### src/rtl/bit_reorder_pkg.sv
// bit_reorder_pkg
//   Shared definitions for the bit_reorder_pipe slice: the per-word mode
//   encoding and the reordering helper functions.
//   The helpers work on a MAX_W-bit container; callers zero-extend their
//   WIDTH-bit word in and truncate the result back to WIDTH bits.
package bit_reorder_pkg;

    typedef enum logic [1:0] {
        MODE_PASS     = 2'd0,
        MODE_BITREV   = 2'd1,
        MODE_BYTEREV  = 2'd2,
        MODE_GROUPREV = 2'd3
    } mode_e;

    // Widest word the helpers can handle.
    localparam int unsigned MAX_W = 256;
    localparam int unsigned IDX_W = $clog2(MAX_W);

    // out[width-1-k] = in[k]
    function automatic logic [MAX_W-1:0] reverse_bits(
        input logic [MAX_W-1:0] d,
        input int unsigned      width
    );
        logic [MAX_W-1:0] r;
        r = '0;
        for (int unsigned k = 0; k < MAX_W; k++) begin
            if (k < width) begin
                r[IDX_W'(width - 1 - k)] = d[IDX_W'(k)];
            end
        end
        return r;
    endfunction

    // Byte i moves to byte width/8-1-i; words that are not a whole number
    // of bytes come back unchanged.
    function automatic logic [MAX_W-1:0] reverse_bytes(
        input logic [MAX_W-1:0] d,
        input int unsigned      width
    );
        logic [MAX_W-1:0] r;
        int unsigned      nbytes;
        int unsigned      dst;
        if (width % 8 != 0) begin
            return d;
        end
        r      = '0;
        nbytes = width / 8;
        for (int unsigned k = 0; k < MAX_W; k++) begin
            if (k < width) begin
                dst = (nbytes - 1 - k / 8) * 8 + k % 8;
                r[IDX_W'(dst)] = d[IDX_W'(k)];
            end
        end
        return r;
    endfunction

    // Group i (group bits wide) moves to group width/group-1-i; bit order
    // inside a group is kept.
    function automatic logic [MAX_W-1:0] reverse_groups(
        input logic [MAX_W-1:0] d,
        input int unsigned      width,
        input int unsigned      group
    );
        logic [MAX_W-1:0] r;
        int unsigned      ngroups;
        int unsigned      dst;
        r       = '0;
        ngroups = width / group;
        for (int unsigned k = 0; k < MAX_W; k++) begin
            if (k < width) begin
                dst = (ngroups - 1 - k / group) * group + k % group;
                r[IDX_W'(dst)] = d[IDX_W'(k)];
            end
        end
        return r;
    endfunction

endpackage

### src/rtl/bit_reorder_stage.sv
// bit_reorder_stage
//   One valid/ready register slice: a valid bit plus a W-bit payload.
//   Ports:
//     clk, reset        clock, asynchronous active-high reset
//     i_valid, o_ready  upstream handshake (o_ready may depend on i_ready)
//     i_data            upstream payload
//     o_valid, i_ready  downstream handshake
//     o_data            registered payload, held while stalled
module bit_reorder_stage #(
    parameter int unsigned W = 8
) (
    input  logic         clk,
    input  logic         reset,
    input  logic         i_valid,
    output logic         o_ready,
    input  logic [W-1:0] i_data,
    output logic         o_valid,
    input  logic         i_ready,
    output logic [W-1:0] o_data
);

    logic         r_valid;
    logic [W-1:0] r_data;
    logic         w_load;

    // Accept when empty or when the held word leaves this same cycle.
    assign o_ready = !r_valid || i_ready;
    assign w_load  = i_valid && o_ready;

    always_ff @(posedge clk or posedge reset) begin
        if (reset) begin
            r_valid <= 1'b0;
            r_data  <= '0;
        end else if (w_load) begin
            r_valid <= 1'b1;
            r_data  <= i_data;
        end else if (i_ready) begin
            r_valid <= 1'b0;
        end
    end

    assign o_valid = r_valid;
    assign o_data  = r_data;

endmodule

### src/rtl/bit_reorder_pipe.sv
// bit_reorder_pipe
//   Two-stage pipelined bit-reordering engine. S1 captures the input word
//   and mode, the reorder mux works combinationally from S1, S2 registers
//   the result. A saturating counter tallies output handshakes.
//   Ports:
//     clk, reset                    clock, asynchronous active-high reset
//     in_valid/in_ready             input handshake
//     in_data[WIDTH], in_mode[2]    word and mode (PASS/BITREV/BYTEREV/GROUPREV)
//     out_valid/out_ready           output handshake
//     out_data[WIDTH], out_mode[2]  reordered word and the mode actually applied
//     clr_count                     synchronous clear, wins over a handshake
//     xfer_count[CNT_W]             saturating output-handshake count
module bit_reorder_pipe
    import bit_reorder_pkg::*;
#(
    parameter int unsigned WIDTH = 32,
    parameter int unsigned GROUP = 4,
    parameter int unsigned CNT_W = 16
) (
    input  logic             clk,
    input  logic             reset,
    input  logic             in_valid,
    output logic             in_ready,
    input  logic [WIDTH-1:0] in_data,
    input  logic [1:0]       in_mode,
    output logic             out_valid,
    input  logic             out_ready,
    output logic [WIDTH-1:0] out_data,
    output logic [1:0]       out_mode,
    input  logic             clr_count,
    output logic [CNT_W-1:0] xfer_count
);

    localparam int unsigned PW      = WIDTH + 2;
    localparam bit          BYTE_OK = (WIDTH % 8 == 0);

    logic             w_s1_valid;
    logic             w_s2_ready;
    logic [PW-1:0]    w_s1_payload;
    logic [WIDTH-1:0] w_s1_data;
    mode_e            w_s1_mode;
    logic [WIDTH-1:0] w_res_data;
    mode_e            w_res_mode;
    logic [PW-1:0]    w_s2_payload;
    logic [CNT_W-1:0] r_count;

    bit_reorder_stage #(.W(PW)) u_s1 (
        .clk     (clk),
        .reset   (reset),
        .i_valid (in_valid),
        .o_ready (in_ready),
        .i_data  ({in_mode, in_data}),
        .o_valid (w_s1_valid),
        .i_ready (w_s2_ready),
        .o_data  (w_s1_payload)
    );

    assign w_s1_data = w_s1_payload[WIDTH-1:0];
    assign w_s1_mode = mode_e'(w_s1_payload[PW-1:WIDTH]);

    always_comb begin
        w_res_data = w_s1_data;
        w_res_mode = w_s1_mode;
        case (w_s1_mode)
            MODE_PASS: ;
            MODE_BITREV:
                w_res_data = WIDTH'(reverse_bits(MAX_W'(w_s1_data), WIDTH));
            MODE_BYTEREV:
                // Non-byte-multiple widths fall back to pass-through and
                // report mode 0 so the consumer sees what was really done.
                if (BYTE_OK) begin
                    w_res_data = WIDTH'(reverse_bytes(MAX_W'(w_s1_data), WIDTH));
                end else begin
                    w_res_mode = MODE_PASS;
                end
            MODE_GROUPREV:
                w_res_data = WIDTH'(reverse_groups(MAX_W'(w_s1_data), WIDTH, GROUP));
        endcase
    end

    bit_reorder_stage #(.W(PW)) u_s2 (
        .clk     (clk),
        .reset   (reset),
        .i_valid (w_s1_valid),
        .o_ready (w_s2_ready),
        .i_data  ({w_res_mode, w_res_data}),
        .o_valid (out_valid),
        .i_ready (out_ready),
        .o_data  (w_s2_payload)
    );

    assign out_data = w_s2_payload[WIDTH-1:0];
    assign out_mode = w_s2_payload[PW-1:WIDTH];

    always_ff @(posedge clk or posedge reset) begin
        if (reset) begin
            r_count <= '0;
        end else if (clr_count) begin
            r_count <= '0;
        end else if (out_valid && out_ready && (r_count != '1)) begin
            r_count <= r_count + 1'b1;
        end
    end

    assign xfer_count = r_count;

endmodule

### config.mk
export PLATFORM = sky130hd
export DESIGN_NAME = bit_reorder_pipe
export DESIGN_NICKNAME = d
export VERILOG_FILES = /design/src/rtl/bit_reorder_pkg.sv /design/src/rtl/bit_reorder_stage.sv /design/src/rtl/bit_reorder_pipe.sv
export SDC_FILE = /design/constraint.sdc
export NUM_CORES = 1
export LEC_CHECK = 0
export CORE_MARGIN = 10
export CORE_UTILIZATION = 53
export CTS_BUF_LIST = sky130_fd_sc_hd__clkbuf_2 sky130_fd_sc_hd__clkbuf_4 sky130_fd_sc_hd__clkbuf_8
export DETAILED_ROUTE_END_ITERATION = 8
export MAX_ROUTING_LAYER = met4
export PLACE_DENSITY = 0.83
export RECOVER_POWER = 25
export SLEW_MARGIN = 20
export SYNTH_ARGS = -nofsm -noshare
export SYNTH_HDL_FRONTEND = slang
export SYNTH_SLANG_ARGS = --single-unit
### constraint.sdc
create_clock -name clk -period 3.55 [get_ports clk]
set_input_delay 0.5325 -clock clk [delete_from_list [all_inputs] [get_ports clk]]
set_output_delay 0.5325 -clock clk [all_outputs]
set_load 0.02 [all_outputs]
==> flow_metrics.env <==
export IMPL_placementRows=32
export IMPL_detail_route_wl_per_cell_um=19.0
export IMPL_max_freq_mhz=401
export IMPL_grt_usage_pct=15.7
export IMPL_p_int_mw=2.17
export IMPL_fill_cells=546
export IMPL_worst_setup_path_end_kind="primary output"
export IMPL_rr_worst_depth=3
export IMPL_synth_edf_count=0
export IMPL_root_buffer="clkbuf_8"
export IMPL_clockPowerShare_pct=21.8
export IMPL_leakage_nw=2.21
export IMPL_h_tree_depth=3
export IMPL_pre_cts_ws_ns=1.14
export IMPL_drv_cap=1
export IMPL_cts_made_buffers=9
export IMPL_hold_buffers=0
export IMPL_avgSynthCellArea_um2=14.7
export IMPL_min_path_type="reg -> reg"
export IMPL_netlist_instances=295
export IMPL_syn_to_final_growth_pct=27.4
export IMPL_arrival_ns=1.96
export IMPL_min_from="u_s1.o_valid"
export IMPL_ys_top_cells_by_area="dfrtp_1 50%, mux2_2 18%, mux4_2 17%"
export IMPL_io_pin_count=91
export IMPL_setup_tns_ns=0
export IMPL_drc=0
export IMPL_synth_top_flop_cell="dfrtp_1"
export IMPL_cts_tree="yes"
export IMPL_synth_top_cell_area_share_pct=49.7
export IMPL_place_port_buffers=90
export IMPL_fin_util_pct=70.3
export IMPL_synthArstFlopShare_pct=100
export IMPL_reg2reg_slack_ns=1.37
export IMPL_fin_cells=491
export IMPL_start_util_pct=55.2
export IMPL_cts_buffer_depth=2
export IMPL_rsz0062_at_grt="false"
export IMPL_synth_common_cells="86 x dfrtp_1, 69 x mux2_2, 32 x mux4_2"
export IMPL_placed_cell_area_mm2=0.00533
export IMPL_dpl_hpwl_um=6870
export IMPL_wirelength_um=9310
export IMPL_failed_checks="capacitance limit, slew limit"
export IMPL_post_cts_resize_count=0
export IMPL_synthMostInstantiatedCell="dfrtp_1"
export IMPL_fp_dieH_um=110
export IMPL_whs_path_depth=1
export IMPL_crit_fanout=6
export IMPL_power_switching_share_pct=31.6
export IMPL_grt_pass1_wl_um=15600
export IMPL_ys_types=33
export IMPL_dp_cells=475
export IMPL_antenna_left=0
export IMPL_syn_area_mm2=0.00433
export IMPL_grt_overflow=0
export IMPL_cp_data_required_time_ns=3.02
export IMPL_cts_setup_buffers=0
export IMPL_coreArea_mm2=0.00785
export IMPL_cts_reportedPaths_clkPinSlew_ns=0.08
export IMPL_min_period_ns=2.49
export IMPL_period_share_pct=70.2
export IMPL_vias_per_cell=5.76
export IMPL_drive_above_1_share_pct=33.7
export IMPL_power_density_mw_per_mm2=576
export IMPL_globalplace_congestion=0.785
export IMPL_antenna_found_initial=0
export IMPL_clock_sinks=86
export IMPL_hold_slack_ns=0.510
export IMPL_insertion_delay_ns=0.35
export IMPL_dieArea_mm2=0.0122
export IMPL_fin_skew_ns=0.00902
export IMPL_p_sw_mw=1.01
export IMPL_finalMaxSlewViolations=42
export IMPL_worst_ir_drop_vdd_v=0.000289
export IMPL_yosysWarnings=0
export IMPL_outcome="finished with violations"
export IMPL_grt_pass1_vias=2904
export IMPL_timing_worst_setup_path_type="in -> out"
export IMPL_final_area_mm2=0.00552
export IMPL_initialDrtViolationCount=101
export IMPL_ys_ff_latch=86
export IMPL_die_w_um=110
export IMPL_setup_violations=0
export IMPL_reg2reg_to="u_s2.o_data[1]"
export IMPL_yosysTopAreaCell="dfrtp_1"
export IMPL_nets=424
export IMPL_slew_headroom_pct=-19.2
export IMPL_p_total_mw=3.18
export IMPL_hold_path_end="u_s2.o_valid"
export IMPL_first_pass_iters=4
export IMPL_p_comb_share_pct=35.0
export IMPL_final_hold_viol_count=0
export IMPL_power_share_sequential_pct=43.2
export IMPL_route_vias_total=2829
export IMPL_grt_start_max_net_pins=42
export IMPL_layout_setup_ws_ns=1.06
export IMPL_cp_start_kind="input port"
export IMPL_antenna_cells=0
export IMPL_reg2reg_from="u_s1.o_data[32]"
export IMPL_tightest_slew_ns=1.78
export IMPL_ys_seq_area_share_pct=49.7
export IMPL_syn_nets=335
[state kept, by name, summed over array words and instances (netlist names)]
register and flops:
u_s1.o_data 34, u_s2.o_data 34, xfer_count 16, u_s1.o_valid 1, u_s2.o_valid 1
[power by group through the flow]
| stage | Combinational, mW | Clock (mW) | Sequential, mW |
|---|---|---|---|
| after floorplan | 0.484 | 0 | 1.53 |
| after global placement | 1.11 | 0 | 1.38 |
| after detailed placement | 1.13 | 0 | 1.39 |
| after CTS | 1.14 | 0.715 | 1.37 |
| after global routing | 1.18 | 0.754 | 1.41 |
| final | 1.11 | 0.692 | 1.37 |
[cell usage in the layout (no fill, tap or decap), drive strengths merged]
cell	instances
clkdlybuf4s50	88
dfrtp	86
mux2	79
mux4	32
nor2b	11
nor2	11
clkbuf	10
a21oi	9
nand2	8
buf	7
nand2b	5
a211oi	4
nand3	4
nand4	4
clkinv	4
or4	3
inv	3
and4	3
o41ai	2
nor4	2
dlygate4sd3	2
clkinvlp	2
nor3	2
nand3b	1
or2	1
mux2i	1
a31oi	1
o31ai	1
and3	1
ha	1
bufinv	1
[critical path, stage by stage]
cell	delay (ns)
dlygate4sd3_1	0.62
nand3b_1	0.18
clkdlybuf4s50_1	0.62
[cells by family after synthesis]
logic type / count (synthesis) / synth area share [%]
fa+ha+maj: 1 / 0.289
compound gates: 17 / 2.46
buf+inv: 23 / 2.48
flops: 86 / 49.7
simple gates: 56 / 7.68
mux: 112 / 37.4
[metal layers]
metal | vias up | routed length [µm] | GRT usage [%]
met3 | 6 | 477 | 3.94
li1 | 1293 | - | -
met2 | 102 | 4590 | 24.0
met1 | 1428 | 4170 | 20.4
met5 | - | 0 | -
met4 | 0 | 72 | 3.89
[worst max path at each step]
stage / from / end / slack (ns)
floorplan: reset / u_s1.o_data[0] / 0.80
global placement: out_ready / in_ready / 1.17
detailed placement: out_ready / in_ready / 1.14
CTS: out_ready / in_ready / 1.13
global route: reset / u_s1.o_data[15] / 0.80
finish: out_ready / in_ready / 1.06
[final cells by class]
| type | count | area (µm²) | area share [%] |
|---|---|---|---|
| sequential | 86 | 2150 | 39.0 |
| clock buffer | 9 | 124 | 2.24 |
| inverter | 3 | 12.5 | 0.227 |
| timing repair buffer | 98 | 958 | 17.4 |
| clock inverter | 7 | 73.8 | 1.34 |
| tap | 102 | 128 | 2.31 |
| multi-input combinational | 186 | 2070 | 37.5 |
No activity file was read; power rests on OpenSTA's default activity.
